### config.mk
export PLATFORM = sky130hd
export DESIGN_NAME = game_sequencer_flat
export DESIGN_NICKNAME = d
export VERILOG_FILES = /design/src/rtl/game_sequencer_pkg.sv /design/src/rtl/game_sequencer_if.sv /design/src/rtl/game_sequencer_bcd_counter4.sv /design/src/rtl/game_sequencer.sv /design/src/flat_wrapper.sv
export SDC_FILE = /design/constraint.sdc
export NUM_CORES = 1
export LEC_CHECK = 0
export CORE_ASPECT_RATIO = 0.8
export CORE_MARGIN = 1
export CORE_UTILIZATION = 35
export DETAILED_ROUTE_END_ITERATION = 8
export PLACE_DENSITY = 0.6
export SYNTH_ARGS = -nofsm -noshare
export SYNTH_HDL_FRONTEND = slang
export SYNTH_HIERARCHICAL = 1
export SYNTH_SLANG_ARGS = --single-unit
### constraint.sdc
create_clock -name CLK -period 2.7 [get_ports CLK]
set_input_delay 0.81 -clock CLK [delete_from_list [all_inputs] [get_ports CLK]]
set_output_delay 0.81 -clock CLK [all_outputs]
set_load 0.01 [all_outputs]
### src/rtl/game_sequencer_pkg.sv
// Shared types and constants for the dinosaur game run-state controller.
// Optional build macro: GAME_SEQ_HISCORE_EN (enables the best-score register).
package game_pkg;

  typedef enum logic [1:0] {
    IDLE    = 2'd0,
    ARMED   = 2'd1,
    RUNNING = 2'd2,
    OVER    = 2'd3
  } game_state_t;

  localparam int          SCORE_DIGITS = 4;
  localparam logic [15:0] BCD_MAX      = 16'h9999;
  localparam int          SPEED_W      = 4;

  // True when BCD value a is strictly greater than b, deciding on the most
  // significant differing digit.
  function automatic logic bcd_gt(input logic [15:0] a, input logic [15:0] b);
    logic done;
    logic gt;
    done = 1'b0;
    gt   = 1'b0;
    for (int i = SCORE_DIGITS - 1; i >= 0; i--) begin
      if (!done && (a[i*4 +: 4] != b[i*4 +: 4])) begin
        gt   = (a[i*4 +: 4] > b[i*4 +: 4]);
        done = 1'b1;
      end
    end
    return gt;
  endfunction

endpackage

### src/rtl/game_sequencer_if.sv
// Button/VGA inputs and game-state outputs shared between the sequencer and
// the Jump, Ground, Cactus and Frame blocks.
interface game_sequencer_if;
  import game_pkg::*;

  logic               start;
  logic               vs;
  logic               px_dinosaur;
  logic               px_cactus;
  logic               game_status;
  logic               game_over;
  logic [SPEED_W-1:0] speed;
  logic [15:0]        score;
  logic [15:0]        hiscore;

  // Stimulus side (buttons, VGA timing, pixel detectors)
  modport master (
    output start, vs, px_dinosaur, px_cactus,
    input  game_status, game_over, speed, score, hiscore
  );

  // Sequencer side
  modport slave (
    input  start, vs, px_dinosaur, px_cactus,
    output game_status, game_over, speed, score, hiscore
  );
endinterface

### src/rtl/game_sequencer_bcd_counter4.sv
// Four-digit BCD up-counter with synchronous clear; holds at 9999 and flags it.
module bcd_counter4
  import game_pkg::*;
(
  input  logic        CLK,
  input  logic        RESET,
  input  logic        clr_i,
  input  logic        inc_i,
  output logic [15:0] value_o,
  output logic        sat_o
);

  logic [15:0] val_q, val_d;
  logic        carry;

  assign sat_o   = (val_q == BCD_MAX);
  assign value_o = val_q;

  // Ripple a +1 through the digits; increments at 9999 are dropped.
  always_comb begin
    val_d = val_q;
    carry = 1'b0;
    if (clr_i) begin
      val_d = '0;
    end else if (inc_i && !sat_o) begin
      carry = 1'b1;
      for (int i = 0; i < SCORE_DIGITS; i++) begin
        if (carry) begin
          if (val_q[i*4 +: 4] == 4'd9) begin
            val_d[i*4 +: 4] = 4'd0;
          end else begin
            val_d[i*4 +: 4] = val_q[i*4 +: 4] + 4'd1;
            carry           = 1'b0;
          end
        end
      end
    end
  end

  // Count register
  always_ff @(posedge CLK) begin
    if (RESET) val_q <= '0;
    else       val_q <= val_d;
  end

endmodule

### src/rtl/game_sequencer.sv
// Run-state controller: arm on START, launch on vsync fall, stop on pixel
// collision, BCD scoring and speed scheduling.
// Optional build macro: GAME_SEQ_HISCORE_EN keeps the best score across runs;
// without it hiscore reads 0x0000.
module game_sequencer
  import game_pkg::*;
#(
  parameter int FRAMES_PER_POINT = 6,
  parameter int POINTS_PER_LEVEL = 100,
  parameter int SPEED_MIN        = 1,
  parameter int SPEED_MAX        = 8
) (
  input  logic              CLK,
  input  logic              RESET,
  game_sequencer_if.slave   bus
);

  localparam logic [5:0]         FRM_LAST = 6'(FRAMES_PER_POINT - 1);
  localparam logic [9:0]         LVL_LAST = 10'(POINTS_PER_LEVEL - 1);
  localparam logic [SPEED_W-1:0] SPD_MIN  = SPEED_W'(SPEED_MIN);
  localparam logic [SPEED_W-1:0] SPD_MAX  = SPEED_W'(SPEED_MAX);

  game_state_t        state_q, state_d;
  logic               vs_q, start_q;
  logic [5:0]         frm_q, frm_d;
  logic [9:0]         lvl_q, lvl_d;
  logic [SPEED_W-1:0] speed_q, speed_d;
  logic               status_o, over_o;

  logic        frame_tick, start_edge, hit;
  logic        launch, run_tick, pt_inc, lvl_adv, sat;
  logic [15:0] score;

  assign frame_tick = vs_q & ~bus.vs;
  assign start_edge = bus.start & ~start_q;
  assign hit        = bus.px_dinosaur & bus.px_cactus;

  // Edge detectors idle high so a held button or low vsync at reset is no edge
  always_ff @(posedge CLK) begin
    if (RESET) begin
      vs_q    <= 1'b1;
      start_q <= 1'b1;
    end else begin
      vs_q    <= bus.vs;
      start_q <= bus.start;
    end
  end

  // FSM state register
  always_ff @(posedge CLK) begin
    if (RESET) state_q <= IDLE;
    else       state_q <= state_d;
  end

  // FSM next state; a start edge while armed or running is ignored
  always_comb begin
    state_d = state_q;
    unique case (state_q)
      IDLE:    if (start_edge) state_d = ARMED;
      ARMED:   if (frame_tick) state_d = RUNNING;
      RUNNING: if (hit)        state_d = OVER;
      OVER:    if (start_edge) state_d = ARMED;
      default:                 state_d = IDLE;
    endcase
  end

  // FSM outputs, decoded straight from the state register
  always_comb begin
    status_o = (state_q == RUNNING);
    over_o   = (state_q == OVER);
  end

  // Collision beats a coincident frame tick, so the final score is frozen
  assign launch   = (state_q == ARMED) && frame_tick;
  assign run_tick = (state_q == RUNNING) && frame_tick && !hit;
  assign pt_inc   = run_tick && (frm_q == FRM_LAST);
  assign lvl_adv  = pt_inc && !sat;

  // Frame, level and speed next-state
  always_comb begin
    frm_d   = frm_q;
    lvl_d   = lvl_q;
    speed_d = speed_q;
    if (launch) begin
      frm_d   = '0;
      lvl_d   = '0;
      speed_d = SPD_MIN;
    end else begin
      if (run_tick) frm_d = (frm_q == FRM_LAST) ? 6'd0 : frm_q + 6'd1;
      if (lvl_adv) begin
        if (lvl_q == LVL_LAST) begin
          lvl_d = '0;
          if (speed_q < SPD_MAX) speed_d = speed_q + 1'b1;
        end else begin
          lvl_d = lvl_q + 10'd1;
        end
      end
    end
  end

  // Frame, level and speed registers
  always_ff @(posedge CLK) begin
    if (RESET) begin
      frm_q   <= '0;
      lvl_q   <= '0;
      speed_q <= SPD_MIN;
    end else begin
      frm_q   <= frm_d;
      lvl_q   <= lvl_d;
      speed_q <= speed_d;
    end
  end

  bcd_counter4 u_score (
    .CLK     (CLK),
    .RESET   (RESET),
    .clr_i   (launch),
    .inc_i   (pt_inc),
    .value_o (score),
    .sat_o   (sat)
  );

`ifdef GAME_SEQ_HISCORE_EN
  logic [15:0] hiscore_q;

  // Capture the final score as it enters OVER, if it beats the best so far
  always_ff @(posedge CLK) begin
    if (RESET)                                              hiscore_q <= '0;
    else if ((state_q == RUNNING) && hit && bcd_gt(score, hiscore_q)) hiscore_q <= score;
  end

  assign bus.hiscore = hiscore_q;
`else
  assign bus.hiscore = 16'h0000;
`endif

  assign bus.game_status = status_o;
  assign bus.game_over   = over_o;
  assign bus.speed       = speed_q;
  assign bus.score       = score;

endmodule

### src/flat_wrapper.sv
// flat-port wrapper written by rule: the top's interface ports become plain ports
module game_sequencer_flat import game_pkg::*;
#(
  parameter int FRAMES_PER_POINT = 6,
  parameter int POINTS_PER_LEVEL = 100,
  parameter int SPEED_MIN        = 1,
  parameter int SPEED_MAX        = 8
)
  (CLK, RESET, bus_start, bus_vs, bus_px_dinosaur, bus_px_cactus, bus_game_status, bus_game_over, bus_speed, bus_score, bus_hiscore);
  game_sequencer_if bus_i ();
  input  logic CLK;
  input  logic RESET;
  input wire logic [$bits(bus_i.start)-1:0] bus_start;
  input wire logic [$bits(bus_i.vs)-1:0] bus_vs;
  input wire logic [$bits(bus_i.px_dinosaur)-1:0] bus_px_dinosaur;
  input wire logic [$bits(bus_i.px_cactus)-1:0] bus_px_cactus;
  output wire logic [$bits(bus_i.game_status)-1:0] bus_game_status;
  output wire logic [$bits(bus_i.game_over)-1:0] bus_game_over;
  output wire logic [$bits(bus_i.speed)-1:0] bus_speed;
  output wire logic [$bits(bus_i.score)-1:0] bus_score;
  output wire logic [$bits(bus_i.hiscore)-1:0] bus_hiscore;
  assign bus_i.start = bus_start;
  assign bus_i.vs = bus_vs;
  assign bus_i.px_dinosaur = bus_px_dinosaur;
  assign bus_i.px_cactus = bus_px_cactus;
  assign bus_game_status = bus_i.game_status;
  assign bus_game_over = bus_i.game_over;
  assign bus_speed = bus_i.speed;
  assign bus_score = bus_i.score;
  assign bus_hiscore = bus_i.hiscore;
  game_sequencer #(.FRAMES_PER_POINT(FRAMES_PER_POINT), .POINTS_PER_LEVEL(POINTS_PER_LEVEL), .SPEED_MIN(SPEED_MIN), .SPEED_MAX(SPEED_MAX)) u_core (.CLK(CLK), .RESET(RESET), .bus(bus_i));
endmodule
======== After elaboration in Yosys (flattened, before gate mapping) ========
Cells that the tools add are included.
storage, ports and cells
  bits in registers ....................... 40
  output and inout bits ................... 38
  input bits .............................. 6
  logic and storage cells ................. 72
cells by class
  equality and inequality tests ........... 13
  add/sub/neg operators ................... 7
  reduce and logical (&&, ||, !) cells .... 15
  $lt $le $gt $ge ......................... 1
  bitwise operators ....................... 5
  mux-type cells .......................... 21
operator list
  cell                     number
  $add A4 B1 Y4 const B    5
  $eq A16 B16 Y1 const B   1
  $eq A4 B4 Y1 const B     4
  $mux W4                  4
  $mux W1                  11
  $add A10 B1 Y10 const B  1
  $eq A10 B7 Y1 const B    1
  $mux W10                 1
  $add A6 B1 Y6 const B    1
  $eq A6 B3 Y1 const B     1
  $mux W2                  3
  $mux W6                  1
  $ne A2 B1 Y1 const B     3
  $pmux W2 S3              1
  $reduce_and A2 Y1        3
  $reduce_and A3 Y1        2
  $logic_and A1 B1 Y1      5
  $eq A2 B2 Y1 const B     2
  $lt A4 B4 Y1 const B     1
  $reduce_or A2 Y1         2
  $and A1 B1 Y1            3
  $eq A2 B1 Y1 const B     1
  $logic_not A1 Y1         2
  $logic_not A2 Y1         1
  $not A1 Y1               2

======== Depth between registers and ports, before layout ========
Gate-level depths: netlist of the first run.
  depth in word-level cells ............... 15
  depth in mapped cells ................... 9
  mapped depth without buffers ............ 8

======== Modules after synthesis ========
Netlist of the first run, hierarchy kept.
by module, submodules not included
  module          sequential area each (um2)  area an instance (um2)  cells an instance  times used
  game_sequencer  480.5                       1385.1                  155                1
  bcd_counter4    320.3                       862.1                   101                1

======== Least setup slack after synthesis of the first run ========
OpenSTA, ideal clock, no wires.
  path type ............................... input-to-reg
  start ................................... input bus_px_dinosaur
  end ..................................... register u_core.u_score.val_q[15], in the netlist u_core/u_score/value_o[15]
  data required time ...................... 2.630 ns
  setup time .............................. 0.070 ns
  arrival time ............................ 2.794 ns
  setup slack ............................. -0.164 ns
  cell stages on the path ................. 7
  path buffers ............................ 1
  cell sequence ........................... a21boi_1 clkbuf_1 and3_1 inv_1 or4_4 or4_1 a21oi_1
between the ends
  word-level cells in the longest chain between the ends .. 6
RTL lines
  item                         line                               RTL
  from (decl)                  flat_wrapper.sv:15                 input wire logic [$bits(bus_i.px_dinosaur)-1:0] bus_px_dinosaur;
  $and A1 B1 Y1                game_sequencer.sv:36               assign hit = bus.px_dinosaur & bus.px_cactus;
  $logic_not A1 Y1             game_sequencer.sv:75               assign run_tick = (state_q == RUNNING) && frame_tick && !hit;
  $logic_and A1 B1 Y1          game_sequencer.sv:75
  $logic_and A1 B1 Y1          game_sequencer.sv:76               assign pt_inc = run_tick && (frm_q == FRM_LAST);
  net u_core.pt_inc            game_sequencer.sv:31               logic launch, run_tick, pt_inc, lvl_adv, sat;
  $logic_and A1 B1 Y1          game_sequencer_bcd_counter4.sv:25  end else if (inc_i && !sat_o) begin
  $reduce_and A2 Y1 (no line)  -
  to (signal assigned)         game_sequencer_bcd_counter4.sv:43  else val_q <= val_d;
  to (decl)                    game_sequencer_bcd_counter4.sv:13  logic [15:0] val_q, val_d;
The timed path passes the listed nets, and every way through them passes these cells.
A chain may end at the register's enable or synchronous reset.

======== Worst setup path after layout of the first run ========
Same ends and word-level chain as after synthesis.

==> impl_metrics.ini, run 1 <==
[clocking]
cts_num_sinks = 40
cts_root_buf = clkbuf_8
cts_tree = built
clockBufferDepth = 2
cts_made_buffers = 5
clock_latency_ps = 280
clk_pin_slew_ps = 80
h-tree-depth = 2

[logic_synthesis]
synthArstFlopShare_pct = 0
netlist-cell-type-count = 55
synth_edf_count = 0
yosysSeqAreaShare_pct = 35.6
netlist_area_um2 = 2250
syn_avg_cell_area_um2 = 8.78
ys_ff_latch = 40
yosysWarnings = 6
netlist_instances = 256
synth_top_flop_cell = dfxtp_1

[cells_and_area]
nFillCells = 583
areaGrowthSynthToFinish_pct = 23.2
final_common_cell = dfxtp_1
nets = 314
post-route-util_pct = 45.9
drive_above_1_share_pct = 14.9
multi_input_area_um2 = 1330
layout_common_cells = 40 x dfxtp_1, 26 x clkdlybuf4s50_1, 23 x a21oi_1
final_cell_area_um2 = 2770
antenna_cells = 0
seq_area_um2 = 801

[routing]
first_pass_iters = 4
drc_errors = 0
drtAntennaViolNets = 0
route.vias.total = 1936
drt_iter0_markers = 92
viasPerCell = 5.05
wire_per_inst_um = 12.0
routed_wl_um = 4600

[placement]
dp.final_hpwl_um = 3390
place_area_um2 = 2660
place.gp.congestion = 0.729
port_buffers = 27

[flow_run]
maxCapViolations = 0

[timing]
setup_viol = 0
fmax_mhz = 385
period_share_pct = 96.1
slew_violations = 0
tns_ps = 0
hold_viol = 0
post-route-min-period_ps = 2590
finalClockSkew_ps = 4.23
rsz0062_at_grt = false

[grt]
track_usage_pct = 14.0
first_global_vias = 1662
grt-ovfl-total = 0
antenna_found_initial = 0
grt_pass1_wl_um = 7610
grt_max_degree = 17

[setup_path]
worstPathRequired_ps = 2920
cp_num_buf_inv = 2
path_max_fanout = 5
crit_type = input port to flip-flop
start_kind = input port
slowest_stage = or4_4
timing.critical_path.arrival_ps = 2810
critPathCaptureType = flip-flop
max_stage_delay_ps = 530
crit_top_cell = or4_4
cpLargestDelayFamily = simple AND/OR/NAND/NOR gates
crit_chain = clkdlybuf4s50_1 > a21boi_2 > and3_4 > inv_1 > or4_4 > or4_4 > a21oi_2

[power_and_ir_drop]
p_per_area_nw_per_um2 = 467
p_total_mw = 1.29
vdd_drop_max_v = 0.000230
p_leak_nw = 0.981

[die]
die_area_um2 = 6750
core_area_um2 = 6040
start_util_pct = 37.2
die-height_um = 73.7
top_level_ports = 44
die_w_um = 91.6
rows = 25

[worst_hold_path]
hold_path.class = flip-flop to flip-flop

[status]
status = finished, final reports clean
synthesized netlist by cell type (all sizes together) (8+ instances only):
| cell type | number | share of area, % |
|---|---|---|
| nand3 | 8 | 1.8 |
| or4 | 12 | 4.5 |
| inv | 12 | 2.0 |
| nor2 | 16 | 2.7 |
| dfxtp | 40 | 36 |
| nand2 | 9 | 1.5 |
| o31ai | 10 | 3.3 |
| a21oi | 25 | 5.7 |
| o21ai | 12 | 2.8 |
| buf | 19 | 6.0 |
routing by layer:
layer / GRT usage (%) / vias to the layer above / wire [um]
met2: 20.6 / 34 / 1910
met5: 0 / - / 0
met3: 2.90 / 2 / 120
met1: 20.3 / 900 / 2540
li1: - / 1000 / -
met4: 4.23 / 0 / 31
path summary, 6_finish.rpt:
check	end	depth (start not counted)	slack, ps	start
hold reg to reg	u_core/bus.speed[2]	2	500	u_core/bus.speed[2]
setup reg to reg	u_core/u_score/value_o[15]	7	310	u_core/frm_q[0]
hold / removal	u_core/bus.speed[2]	2	500	u_core/bus.speed[2]
setup / recovery	u_core/u_score/value_o[15]	7	110	bus_px_dinosaur
tightest hold or removal path, cell delays in order (launching register included):
cell and delay, ps:
dfxtp_1 340, o41ai_1 70, a21oi_1 50
per-stage QoR:
step / setup WS (ps) / hold slack, ps / std cells
floorplan: 32.5 / 473 / 271
global placement: -281 / 481 / 374
detailed placement: -343 / 481 / 374
CTS: 101 / 499 / 383
global route: 30.9 / 524 / 383
finish: 106 / 503 / 383
state kept, by name, indices dropped and copies added (netlist names):
register / flops
u_core/vs_q: 1
u_core/state_q: 2
u_core/bus.speed: 4
u_core/u_score/value_o: 16
u_core/start_q: 1
u_core/lvl_q: 10
u_core/frm_q: 6
cell type report:
| class | instances | area share, % |
|---|---|---|
| sequential | 40 | 28.9 |
| multi-input combinational | 198 | 48.1 |
| inverter | 12 | 1.63 |
| tap | 81 | 3.66 |
| clock inverter | 2 | 0.361 |
| clock buffer | 6 | 2.98 |
| timing repair buffer | 44 | 14.3 |
what timing repair did:
action	in CTS	in global routing
resized for setup	4	0
hold buffers	0	0
buffers inserted	1	0
endpoints found under the setup margin	1	0
logic make-up (layout without fill, tap and decap cells):
family,after synthesis,after routing,synth area share [%]
and+or+nand+nor,106,106,31.6
AOI/OAI and AO/OA,60,60,16.8
DFF,40,40,35.6
buffers and inverters,33,64,8.30
adders and majority gates,7,7,3.90
xor gates and xnor gates,7,7,2.73
muxes,2,2,0.891
other,1,16,0.167
power breakdown:
group / internal [mW] / switching, mW
combinational: 0.112 / 0.141
sequential: 0.611 / 0.0209
clock: 0.204 / 0.204
total: 0.927 / 0.366
Note: power is estimated with default switching activity, not from simulation.
==> run 2, diff against run 1 <==
--- a/config.mk
+++ b/config.mk
@@ -5,7 +5,6 @@
 export SDC_FILE = /design/constraint.sdc
 export NUM_CORES = 1
 export LEC_CHECK = 0
-export CORE_ASPECT_RATIO = 0.8
 export CORE_MARGIN = 1
 export CORE_UTILIZATION = 35
 export DETAILED_ROUTE_END_ITERATION = 8
==> impl_metrics.ini, run 2 (same netlist as run 1, synthesis figures left out) <==
[status]
status = finished, final reports clean

[placement]
place_inst = 368
port_buffers = 27
dp.final_hpwl_um = 3520
place.gp.congestion = 0.743
place_area_um2 = 2650

[timing]
period_share_pct = 96.7
slew_violations = 0
worst_pin_slew_ps = 503
finalClockSkew_ps = 6.77
tns_ps = 0
hold_viol = 0
slew_headroom_pct = 66.0
setup_viol = 0
post-route-min-period_ps = 2610
holdWs_ps = 507
rsz0062_at_grt = false
fmax_mhz = 383

[setup_path]
crit_type = input port to flip-flop
worstPathRequired_ps = 2920
critPathCaptureType = flip-flop
max_stage_delay_ps = 420
timing.critical_path.arrival_ps = 2830
slowest_stage = clkdlybuf4s50_1
cp_num_buf_inv = 2
crit_chain = clkdlybuf4s50_1 > and3b_2 > and3_4 > buf_4 > nand2_1 > or4_4 > or4_1 > a31oi_1
crit-reg2reg-launch = u_core/frm_q[0]
start_kind = input port
reg2reg_depth = 8
cpLargestDelayFamily = simple AND/OR/NAND/NOR gates
path_max_fanout = 5
ff2ff_setup_slack_ps = 370
r2r_end = u_core/u_score/value_o[11]

[routing]
drtAntennaViolNets = 0
routed_wl_um = 4730
wire_per_inst_um = 12.6
viasPerCell = 5.24
first_pass_iters = 4
drc_errors = 0
drt_iter0_markers = 66
route.vias.total = 1969

[cells_and_area]
largest_reg_flops = 16
nFillCells = 621
drive_above_1_share_pct = 14.0
areaGrowthSynthToFinish_pct = 22.4
seq_area_um2 = 801
instances_no_fill = 376
layout_common_cells = 40 x dfxtp_1, 27 x clkdlybuf4s50_1, 24 x a21oi_1
multi_input_area_um2 = 1330
nets = 313
final_cell_area_um2 = 2750
antenna_cells = 0
final_common_cell = dfxtp_1

[grt]
grt-ovfl-total = 0
first_global_vias = 1734
grt_pass1_wl_um = 7870
track_usage_pct = 15.0
grt_max_degree = 17
antenna_found_initial = 0

[clocking]
cts_root_buf = clkbuf_8
clockBufferDepth = 2
cts_tree = built
cts_num_sinks = 40
cts_made_buffers = 5
clk_pin_slew_ps = 80
clock_latency_ps = 290
h-tree-depth = 2
cts_hold_buffers = 0

[power_and_ir_drop]
p_total_mw = 1.31
p_per_area_nw_per_um2 = 477
vdd_drop_max_v = 0.000232
p_leak_nw = 0.966

[die]
die-height_um = 82.1
core_area_um2 = 6060
rows = 28
start_util_pct = 37.1
top_level_ports = 44
die_area_um2 = 6740
die_w_um = 82.1

[worst_hold_path]
hold_path.class = flip-flop to flip-flop
whs_path_depth = 2
worstHoldStart = u_core/bus.speed[2]
holdPathEnd = u_core/bus.speed[2]

[flow_run]
maxCapViolations = 0
## run 2: how the worst max path moves through the flow
| stage | from | to | slack (ps) | cells after the start |
|---|---|---|---|---|
| floorplan | bus_px_dinosaur | u_core/u_score/value_o[15] | 30 | 7 |
| global placement | bus_vs | u_core/u_score/value_o[15] | -270 | 7 |
| detailed placement | bus_vs | u_core/u_score/value_o[15] | -290 | 7 |
| CTS | bus_vs | u_core/u_score/value_o[15] | 20 | 7 |
| global route | bus_vs | u_core/u_score/value_o[11] | 30 | 8 |
| finish | bus_vs | u_core/u_score/value_o[11] | 90 | 8 |
## run 2: where the power goes
part           total (mW)  switching, mW  internal (mW)
Clock               0.421          0.213          0.208
Combinational       0.258          0.140          0.117
Sequential          0.632         0.0210          0.611
Total                1.31          0.375          0.936
## run 2: final cells by class
class	count	share of cell area [%]
well taps	75	3.41
repair buffers	43	14.2
inverters	12	1.64
multi-input cells	198	48.2
flip-flops and latches	40	29.1
clock buffers	7	3.14
clock inverters	1	0.273
## run 2: metal layers
layer  vias to the layer above  routed length (um)  global-route usage [%]
met1                       925                2380                    20.1
met2                        36                2130                    24.0
met4                         0                  28                    4.56
met5                         -                   0                       0
met3                         4                 189                    3.30
li1                       1004                   -                       -
## run 2: tightest hold or removal path, stage by stage, from the launching register on
cell,delay (ps)
dfxtp_1,340
o41ai_1,70
a21oi_1,60
## run 2: timing repair
item | CTS | global route
setup buffers | 0 | 0
pin swaps | 0 | 1
resized for setup | 1 | 1
setup endpoints to repair | 1 | 2
## run 2: stage by stage
| step | worst slack (ps) | utilization [%] |
|---|---|---|
| after floorplan | 32.5 | - |
| after detailed placement | -289 | 43.7 |
| after global placement | -272 | 43.7 |
| after global routing | 26.5 | 45.4 |
| after CTS | 17.9 | 45.4 |
| final | 88.6 | 45.4 |
